## config.mk

```make
export PLATFORM = sky130hd
export DESIGN_NAME = call_scheduler
export DESIGN_NICKNAME = d
export VERILOG_FILES = /design/src/rtl/elevator_pkg.sv /design/src/rtl/call_search.sv /design/src/rtl/call_scheduler.sv
export SDC_FILE = /design/constraint.sdc
export NUM_CORES = 1
export LEC_CHECK = 0
export BUFFER_PORTS_ARGS = -buffer_cell sky130_fd_sc_hd__buf_2
export CAP_MARGIN = 0
export CELL_PAD_IN_SITES_DETAIL_PLACEMENT = 2
export CELL_PAD_IN_SITES_GLOBAL_PLACEMENT = 2
export CORE_MARGIN = 2
export CORE_UTILIZATION = 32
export DETAILED_ROUTE_END_ITERATION = 7
export HOLD_SLACK_MARGIN = 0.15
export PLACE_DENSITY_LB_ADDON = 0.25
export SYNTH_ARGS = -nofsm -noshare
export SYNTH_HDL_FRONTEND = slang
export SYNTH_SLANG_ARGS = --single-unit
```

## constraint.sdc

```tcl
create_clock -name clk -period 7.35 [get_ports clk]
set_clock_uncertainty 0.05 [all_clocks]
set_input_delay 1.1025 -clock clk [delete_from_list [all_inputs] [get_ports clk]]
set_output_delay 1.1025 -clock clk [all_outputs]
set_load 0.03 [all_outputs]
```

## src/rtl/elevator_pkg.sv

```systemverilog
// Shared elevator definitions: floor count, floor width and direction states.
// Imported by call_scheduler, call_search and car_indicator.
package elevator_pkg;

    localparam int NUM_FLOORS = 5;
    localparam int FLOOR_W    = 3;

    localparam logic [FLOOR_W-1:0] FLOOR_INVALID_MIN = 3'd5;

    typedef enum logic [1:0] {
        IDLE = 2'd0,
        UP   = 2'd1,
        DOWN = 2'd2
    } dir_state_t;

endpackage

```

## src/rtl/call_search.sv

```systemverilog
// Nearest pending floor at/above and at/below the car, plus strict
// above/below/here presence flags.
module call_search
    import elevator_pkg::*;
(
    input  logic [NUM_FLOORS-1:0] pending,
    input  logic [FLOOR_W-1:0]    car_location,
    output logic [FLOOR_W-1:0]    above,
    output logic [FLOOR_W-1:0]    below,
    output logic                  any_above,
    output logic                  any_below,
    output logic                  any_here
);

    always_comb begin
        above     = '0;
        below     = '0;
        any_above = 1'b0;
        any_below = 1'b0;
        any_here  = 1'b0;
        // Descending scan: the lowest qualifying floor is written last.
        for (int i = NUM_FLOORS - 1; i >= 0; i--) begin
            if (pending[i] && (i >= int'(car_location)))
                above = FLOOR_W'(i);
        end
        for (int i = 0; i < NUM_FLOORS; i++) begin
            if (pending[i] && (i <= int'(car_location)))
                below = FLOOR_W'(i);
            if (pending[i] && (i > int'(car_location)))
                any_above = 1'b1;
            if (pending[i] && (i < int'(car_location)))
                any_below = 1'b1;
            if (pending[i] && (i == int'(car_location)))
                any_here = 1'b1;
        end
    end

endmodule

```

## src/rtl/call_scheduler.sv

```systemverilog
// Collective-control call scheduler: pending-call register and IDLE/UP/DOWN
// direction FSM. Optional macro CALL_CANCEL_EN lets a repeat car call cancel.
module call_scheduler
    import elevator_pkg::*;
(
    input  logic                  clk,
    input  logic                  resetn,
    input  logic [NUM_FLOORS-1:0] btn_outer,
    input  logic [NUM_FLOORS-1:0] btn_inner,
    input  logic [FLOOR_W-1:0]    car_location,
    input  logic                  arrived,
    output logic [FLOOR_W-1:0]    dest,
    output logic                  dest_valid,
    output logic                  dir_up,
    output logic                  dir_down,
    output logic [NUM_FLOORS-1:0] call_lamp
);

    logic [NUM_FLOORS-1:0] pending;
    logic [NUM_FLOORS-1:0] pending_nxt;
    logic [NUM_FLOORS-1:0] clr;
    logic [NUM_FLOORS-1:0] cancel;
    logic                  loc_ok;

    logic [FLOOR_W-1:0] above;
    logic [FLOOR_W-1:0] below;
    logic               any_above;
    logic               any_below;
    logic               any_here;
    logic               has_ge;
    logic               has_le;
    logic [FLOOR_W-1:0] dist_up;
    logic [FLOOR_W-1:0] dist_dn;

    dir_state_t         state;
    dir_state_t         state_nxt;
    logic [FLOOR_W-1:0] dest_nxt;

    assign loc_ok = (car_location < FLOOR_INVALID_MIN);

    always_comb begin
        clr = '0;
        for (int i = 0; i < NUM_FLOORS; i++)
            clr[i] = arrived && loc_ok &&
                     (car_location == FLOOR_W'(i));
    end

`ifdef CALL_CANCEL_EN
    // A hall press on the same floor keeps the call alive.
    assign cancel = btn_inner & pending & ~btn_outer;
`else
    assign cancel = '0;
`endif

    assign pending_nxt = (pending | btn_outer | btn_inner)
                       & ~cancel & ~clr;

    call_search u_search (
        .pending      (pending),
        .car_location (car_location),
        .above        (above),
        .below        (below),
        .any_above    (any_above),
        .any_below    (any_below),
        .any_here     (any_here)
    );

    assign has_ge  = any_above | any_here;
    assign has_le  = any_below | any_here;
    assign dist_up = above - car_location;
    assign dist_dn = car_location - below;

    always_comb begin
        state_nxt = IDLE;
        unique case (state)
            IDLE: begin
                // Ties, including a call at the current floor, go UP.
                if (has_ge && (!has_le || dist_up <= dist_dn))
                    state_nxt = UP;
                else if (has_le)
                    state_nxt = DOWN;
            end
            UP: begin
                if (has_ge)
                    state_nxt = UP;
                else if (any_below)
                    state_nxt = DOWN;
            end
            DOWN: begin
                if (has_le)
                    state_nxt = DOWN;
                else if (any_above)
                    state_nxt = UP;
            end
            default: state_nxt = IDLE;
        endcase
    end

    always_comb begin
        dest_nxt = car_location;
        if (state_nxt == UP)
            dest_nxt = above;
        else if (state_nxt == DOWN)
            dest_nxt = below;
    end

    always_ff @(posedge clk or negedge resetn) begin
        if (!resetn) begin
            pending    <= '0;
            state      <= IDLE;
            dest       <= '0;
            dest_valid <= 1'b0;
        end else begin
            pending <= pending_nxt;
            // An invalid floor reading freezes the direction logic.
            if (loc_ok) begin
                state      <= state_nxt;
                dest       <= dest_nxt;
                dest_valid <= (state_nxt != IDLE);
            end
        end
    end

    assign dir_up    = (state == UP);
    assign dir_down  = (state == DOWN);
    assign call_lamp = pending;

endmodule

```

==> summary.txt, run 1 <==
Global routing
  – Vias in the first global route: about 1000
  – Gr usage total: between 15 and 20%
  – Initial antenna violation count: 0
  – Grt ovf: 0
  – First-pass GRT wire length: between 5000 and 6000 microns
  – Largest net degree at the start of global routing: 17

Drt
  – Pre-antenna DRT Iters: 4
  – Post-Route WL: a little over 3000 microns
  – Vias: 989
  – Post-DRT Antenna Nets: 0
  – Via/cell ratio: between 5 and 6
  – Routed WL per cell: roughly 18 microns
  – # DRC: 0
  – Initial drt markers: 13

Floorplanning
  – I/O pin total: 27
  – Initial core utilization: between 30% and 40%
  – Core footprint: around 0.0028 sq mm
  – Die Wd: roughly 59 microns
  – Std-Cell Rows: 19
  – Die height: approximately 59 microns
  – Die area: 0.00348 sq mm

Cells and area
  – Final net count: about 160
  – Share of cells above drive strength 1: between 20 and 30%
  – ANT cells: 0
  – Design area: 0.00112 sq mm
  – Area grow syn2layout: 15.7%
  – # fillers: approximately 350

Synth
  – Mean area per synthesized cell: between 8 and 9 sq um
  – Synth Area in Simple Gates: about 17%
  – Post-Synth Adder-Cell Area: 11.8%
  – Syn nets: ~140
  – Main combinational cell family by area after synthesis: compound AO/OA/AOI/OAI gates
  – Synth Area in XOR/XNOR: around 2.7%
  – Sequential area share after synthesis: between 20% and 30%
  – Cell count after synthesis: roughly 110
  – Fraction of synthesized area in multiplexers: ~4.1%
  – Primary FF master, synth: dfrtp_1
  – Yosys warnings: 0
  – #FFs+latches synth: 11
  – Post-Syn Area: ~970 sq um
  – Number of distinct library cells after synthesis: 34
  – Number of synthesized flops with an enable pin: 0
  – Compound-gate portion of the synthesized area: slightly below 30%
  – Share of flip-flops with an asynchronous set or reset: 100%

Setup path
  – Arrival time worst endpoint: around 4.3 ns
  – Critical path launch point type: primary input
  – Critical-path maximum fanout: 16
  – Crit end category: flip-flop
  – Worst Path Required: 7.46 ns
  – Slowest cell delay on critical path: approximately 0.44 ns
  – Crit path cell chain: buf_2, nor2_1, a21oi_1, o21ai_0, ha_1, inv_1, fa_1, xnor2_1, xnor2_1, ha_1, o21a_1, o21a_1, o31ai_2, mux2i_1, a21oi_1
  – Crit path kind: primary input to flip-flop
  – Slowest cell on crit path: o31ai_2

Timing
  – Hold Fails Final Rpt: 0
  – Total negative slack: 0 ns
  – Minimum clock period: approximately 4.2 ns
  – Final worst-path setup slack: approximately 3.1 ns
  – Fmax: ~0.24 GHz
  – Actual slew at the worst max-slew pin: just under 0.6 ns
  – Final Cycle Share: a little under three fifths
  – RSZ-0062 raised after global routing: false
  – Final setup viols: 0
  – Slew HR: 61.0%
  – Pins Over Slew Limit: 0

Pwr
  – LEAKAGE: about 0.00050 uW
  – Sw Ratio: between 40% and 50%
  – Cell Int Power: 162 uW
  – Sw Pwr: about 140 uW
  – Logic pwr share: ~54%
  – Power Dens Cells: about 270 mW/mm^2
  – Peak supply drop: approximately 190 uV
  – Clock power share: 13.9%
  – Total power after layout: slightly above 300 uW
  – Flop pwr share: a little under a third

CTS
  – Num CTS Buffers: 3
  – CTS clock-pin slew for the worst setup and hold paths: around 0.07 ns
  – Clk buf depth: 2
  – CTS Hold Buffers Added: 0
  – Post-CTS Repair Setup Buffers: 0
  – CTS Root Cell: clkbuf_4
  – Post-CTS Resized: 0
  – CTS tree: yes
  – Clock latency at the later pin of the worst-skew pair: between 0.2 and 0.3 ns
  – H-tree levels: 1
  – Clock Sinks: 11

Placement
  – Buffers on Ports: 26
  – Post-detail-place hpwl: between 2000 and 2500 microns
  – Routability Congestion: around 0.8
  – DP Area: between 0.001 and 0.0015 sq mm
  – Place WS: just under 3 ns

Outcome
  – Outcome: complete, no violations

Hold path
  – Hold Path Class: flip-flop to flip-flop

Flow run
  – Max Cap Violations: 0
## final timing paths
| check | start | end | slack, ns | depth (start not counted) |
|---|---|---|---|---|
| max in group asynchronous | resetn | call_lamp[1] | 6.41 | 1 |
| setup / recovery | car_location[1] | dest[1] | 3.15 | 15 |
| hold reg to reg | dest[2] | dest[2] | 0.48 | 1 |
| min in group asynchronous | resetn | dest_valid | 0.63 | 1 |
| hold / removal | dest[2] | dest[2] | 0.48 | 1 |
| setup reg to reg | call_lamp[1] | dest[1] | 3.86 | 13 |
## layout by cell type (no fill, tap or decap), types with 2 or more instances in the layout
cell,synthesis,routed
xnor2_1,3,3
clkbuf_4,0,3
nor2b_1,6,6
nand2_1,6,6
buf_2,2,26
a31oi_1,4,4
a21oi_1,12,12
mux2i_1,4,4
nor3_1,6,6
fa_1,2,2
ha_1,5,5
nor2_1,10,10
inv_1,6,6
o21a_1,5,5
o21ai_0,5,5
o211ai_1,2,2
dfrtp_1,11,11
o22ai_1,5,5
## cell type report
| class | instances | area (sq um) | share of cell area, % |
|---|---|---|---|
| clock buffers | 4 | 26.3 | 2.35 |
| flip-flops and latches | 11 | 275 | 24.6 |
| well taps | 31 | 38.8 | 3.47 |
| inverters | 6 | 22.5 | 2.01 |
| repair buffers | 26 | 130 | 11.6 |
| multi-input cells | 90 | 626 | 55.9 |
## worst max-delay path, delay by kind of cell
family	cells	cell delay [ns]
AO/OA/AOI/OAI	6	1.13
XOR/XNOR	2	0.28
adder cells (fa/ha/maj)	3	0.89
buffers and inverters	2	0.24
multiplexers	1	0.29
AND/OR/NAND/NOR	1	0.38
## registers in the layout, indices dropped and copies added, names as in the netlist
| signal | cells |
|---|---|
| call_lamp | 5 |
| dest | 3 |
| state | 2 |
| dest_valid | 1 |
## cells by family after synthesis
family | Yosys count
adder cells (fa/ha/maj) | 8
AND/OR/NAND/NOR | 33
flip-flops | 11
buffers and inverters | 13
XOR/XNOR | 3
multiplexers | 4
AO/OA/AOI/OAI | 42
## power by group through the flow
stage | Combinational (uW) | Sequential [uW] | Clock (uW)
2_1_floorplan | 101 | 114 | 0
3_3_place_gp | 159 | 94.8 | 0
3_5_place_dp | 165 | 97.0 | 0
4_1_cts | 167 | 96.1 | 43.5
5_1_grt | 180 | 98.8 | 45.2
6_report | 164 | 96.1 | 42.0
## cells in the mapped netlist (2+ instances only)
master     n  area (sq um)
nor2b_1    6          37.5
nand2_1    6          22.5
a21oi_1   12          60.1
ha_1       5          62.6
nor2_1    10          37.5
o21ai_0    5          25.0
o211ai_1   2          15.0
o22ai_1    5          31.3
clkbuf_1   3          11.3
a31oi_1    4          25.0
mux2i_1    4          40.0
o21a_1     5          37.5
nor3_1     6          30.0
xnor2_1    3          26.3
fa_1       2          40.0
buf_2      2          10.0
inv_1      6          22.5
buf_6      2          22.5
dfrtp_1   11           275
## metrics by stage
stage                     hold WS [ns]  std cells  utilization (%)
final                            0.480        168             39.9
after floorplan                  0.468        114                -
after global placement           0.447        164             38.9
after CTS                        0.481        168             39.9
after detailed placement         0.466        164             38.9
after global routing             0.506        168             39.9
## metal layers
| layer | track usage [%] | vias up | part of all wire [%] |
|---|---|---|---|
| met1 | 25.4 | 499 | 46 |
| met2 | 32.5 | 19 | 49 |
| met5 | 0 | - | 0 |
| met4 | 7.79 | 0 | 2.4 |
| li1 | - | 464 | - |
| met3 | 1.53 | 7 | 2.8 |
(Power assumes the default switching activity.)
==> inputs of run 2 (changes only) <==
CORE_UTILIZATION = 26   (was 32)
clock period = 3.8 ns   (was 7.35 ns; I/O delays follow)
==> run 2 against run 1 <==
Clock power grew to 2.8 times the previous value. Non-clock buffer count up 20. Largest power group unchanged. Global-route usage shrank 1.3 points. Via count increased by 2.8%. Cell area grew 17%. Count of clock-buffer cells in the layout unchanged. Routed wire length up 9.7%. Register-to-register slack got worse by 3.4 ns. Sequential share of layout area is 3.6 points lower.
==> summary.txt, run 2 (same netlist as run 1, synthesis figures left out) <==
Outcome
  – Outcome: complete, no violations

Cells and area
  – ANT cells: 0
  – Design area: ~0.0013 sq mm
  – Final net count: 181
  – Non-filler cells, final: about 200
  – Share of cells above drive strength 1: roughly a third
  – # fillers: 412
  – Most common cell after layout, fill and taps aside: buf_2
  – Area grow syn2layout: 35.3%
  – Max FFs per register: 5
  – Fin util: a little over a third
  – Most frequent cells in the layout: 26 x buf_2, 20 x buf_4, 12 x a21oi_1

CTS
  – Post-CTS Resized: 0
  – CTS Root Cell: clkbuf_8
  – CTS Hold Buffers Added: 0
  – CTS tree: yes
  – Post-CTS Repair Setup Buffers: 0
  – Num CTS Buffers: 3
  – Clock Sinks: 11
  – Clock latency at the later pin of the worst-skew pair: between 0.2 and 0.25 ns
  – CTS clock-pin slew for the worst setup and hold paths: 0.05 ns
  – H-tree levels: 1
  – Clk buf depth: 2

Flow run
  – Max Cap Violations: 0

Drt
  – Post-Route WL: around 3300 microns
  – Initial drt markers: 30
  – Pre-antenna DRT Iters: 4
  – Routed WL per cell: around 16 microns
  – # DRC: 0
  – Via/cell ratio: between 4 and 5
  – Post-DRT Antenna Nets: 0
  – Vias: around 1000

Floorplanning
  – Core footprint: ~0.0036 sq mm
  – Std-Cell Rows: 22
  – Initial core utilization: 26.8%
  – I/O pin total: 27
  – Die height: between 60 and 70 microns
  – Die area: around 0.0042 sq mm
  – Die Wd: about 65 microns

Pwr
  – LEAKAGE: between 0.0006 and 0.0007 uW
  – Logic pwr share: 54.8%
  – Clock power share: between 10% and 20%
  – Cell Int Power: roughly 390 uW
  – Sw Pwr: between 200 and 300 uW
  – Power Dens Cells: between 500 and 600 mW/mm^2
  – Flop pwr share: 27.4%
  – Sw Ratio: a little over two fifths
  – Peak supply drop: about 210 uV

Timing
  – Slew HR: 72.4%
  – Final Cycle Share: between 90% and 100%
  – Total negative slack: 0 ns
  – Actual slew at the worst max-slew pin: 0.410 ns
  – RSZ-0062 raised after global routing: false
  – Fmax: about 0.28 GHz
  – Hold Fails Final Rpt: 0
  – Final setup viols: 0
  – Minimum clock period: ~3.5 ns
  – Pins Over Slew Limit: 0

Global routing
  – Initial antenna violation count: 0
  – Vias in the first global route: 1165
  – Gr usage total: between 10% and 20%
  – Largest net degree at the start of global routing: 12
  – Grt ovf: 0
  – First-pass GRT wire length: between 5000 and 6000 microns

Setup path
  – Crit path kind: primary input to flip-flop
  – Arrival time worst endpoint: 3.60 ns
  – Crit end category: flip-flop
  – Critical-path maximum fanout: 6
  – Worst Path Required: roughly 3.9 ns
  – Critical path launch point type: primary input

Placement
  – Buffers on Ports: 26
  – Post-detail-place hpwl: between 2000 and 3000 microns
  – Placed cell count: 201
  – Routability Congestion: 0.771
  – DP Area: ~0.0013 sq mm

Hold path
  – Hold Path Class: primary input to async pin
run 2: cell count changes in the layout (fill, tap and decap cells not counted), sizes merged:
cell	before	now
buf	26	46
run 2: cell type report:
cell class	instances	area, sq um	area share [%]
clock buffers	4	45.0	3.44
repair buffers	46	280	21.4
inverters	6	22.5	1.72
multi-input cells	90	626	47.8
well taps	48	60.1	4.59
flip-flops and latches	11	275	21.0
run 2: worst paths after layout:
kind	startpoint	end	slack (ns)	cells past startpoint
max	car_location[1]	dest[2]	0.28	16
min	resetn	state[1]	0.15	1
max reg2reg	call_lamp[1]	dest[2]	0.45	14
min reg2reg	dest[2]	dest[2]	0.46	1
max in group asynchronous	resetn	call_lamp[0]	3.34	1
min in group clk	dest[2]	dest[2]	0.46	1
run 2: worst max-delay path, cell delays in order:
cell and delay [ns]:
buf_2 0.13, buf_4 0.16, nor2_1 0.13, o22ai_1 0.10
a22oi_1 0.19, a21oi_1 0.09, ha_1 0.22, fa_1 0.46
ha_1 0.31, nor2b_1 0.14, o21a_1 0.16, o21a_1 0.21
o32ai_2 0.15, nand2b_2 0.10, and2_4 0.17, a221o_1 0.31
run 2: layer usage:
| layer | part of all wire (%) | GRT usage [%] | vias to the layer above | wire length (microns) |
|---|---|---|---|---|
| li1 | - | - | 499 | - |
| met1 | 40 | 19.7 | 494 | 1320 |
| met2 | 56 | 35.7 | 24 | 1880 |
| met3 | 4.0 | 4.34 | 0 | 135 |
| met4 | 0 | 0.798 | 0 | 0 |
| met5 | 0 | 0 | - | 0 |
run 2: per-stage QoR:
| step | hold WS, ns | worst slack [ns] | total power, uW |
|---|---|---|---|
| 2_1_floorplan | 0.224 | 0.150 | 416 |
| 3_3_place_gp | 0.405 | 0.134 | 542 |
| 3_5_place_dp | 0.418 | 0.0170 | 556 |
| 4_1_cts | 0.159 | 0.268 | 680 |
| 5_1_grt | 0.159 | 0.0966 | 721 |
| 6_report | 0.146 | 0.276 | 665 |
run 2: power groups by stage:
| stage | logic (uW) | registers [uW] | clock network (uW) |
|---|---|---|---|
| after CTS | 371 | 184 | 124 |
| after global placement | 357 | 185 | 0 |
| final | 365 | 182 | 119 |
| after global routing | 402 | 190 | 129 |
| after detailed placement | 370 | 186 | 0 |
| after floorplan | 195 | 221 | 0 |
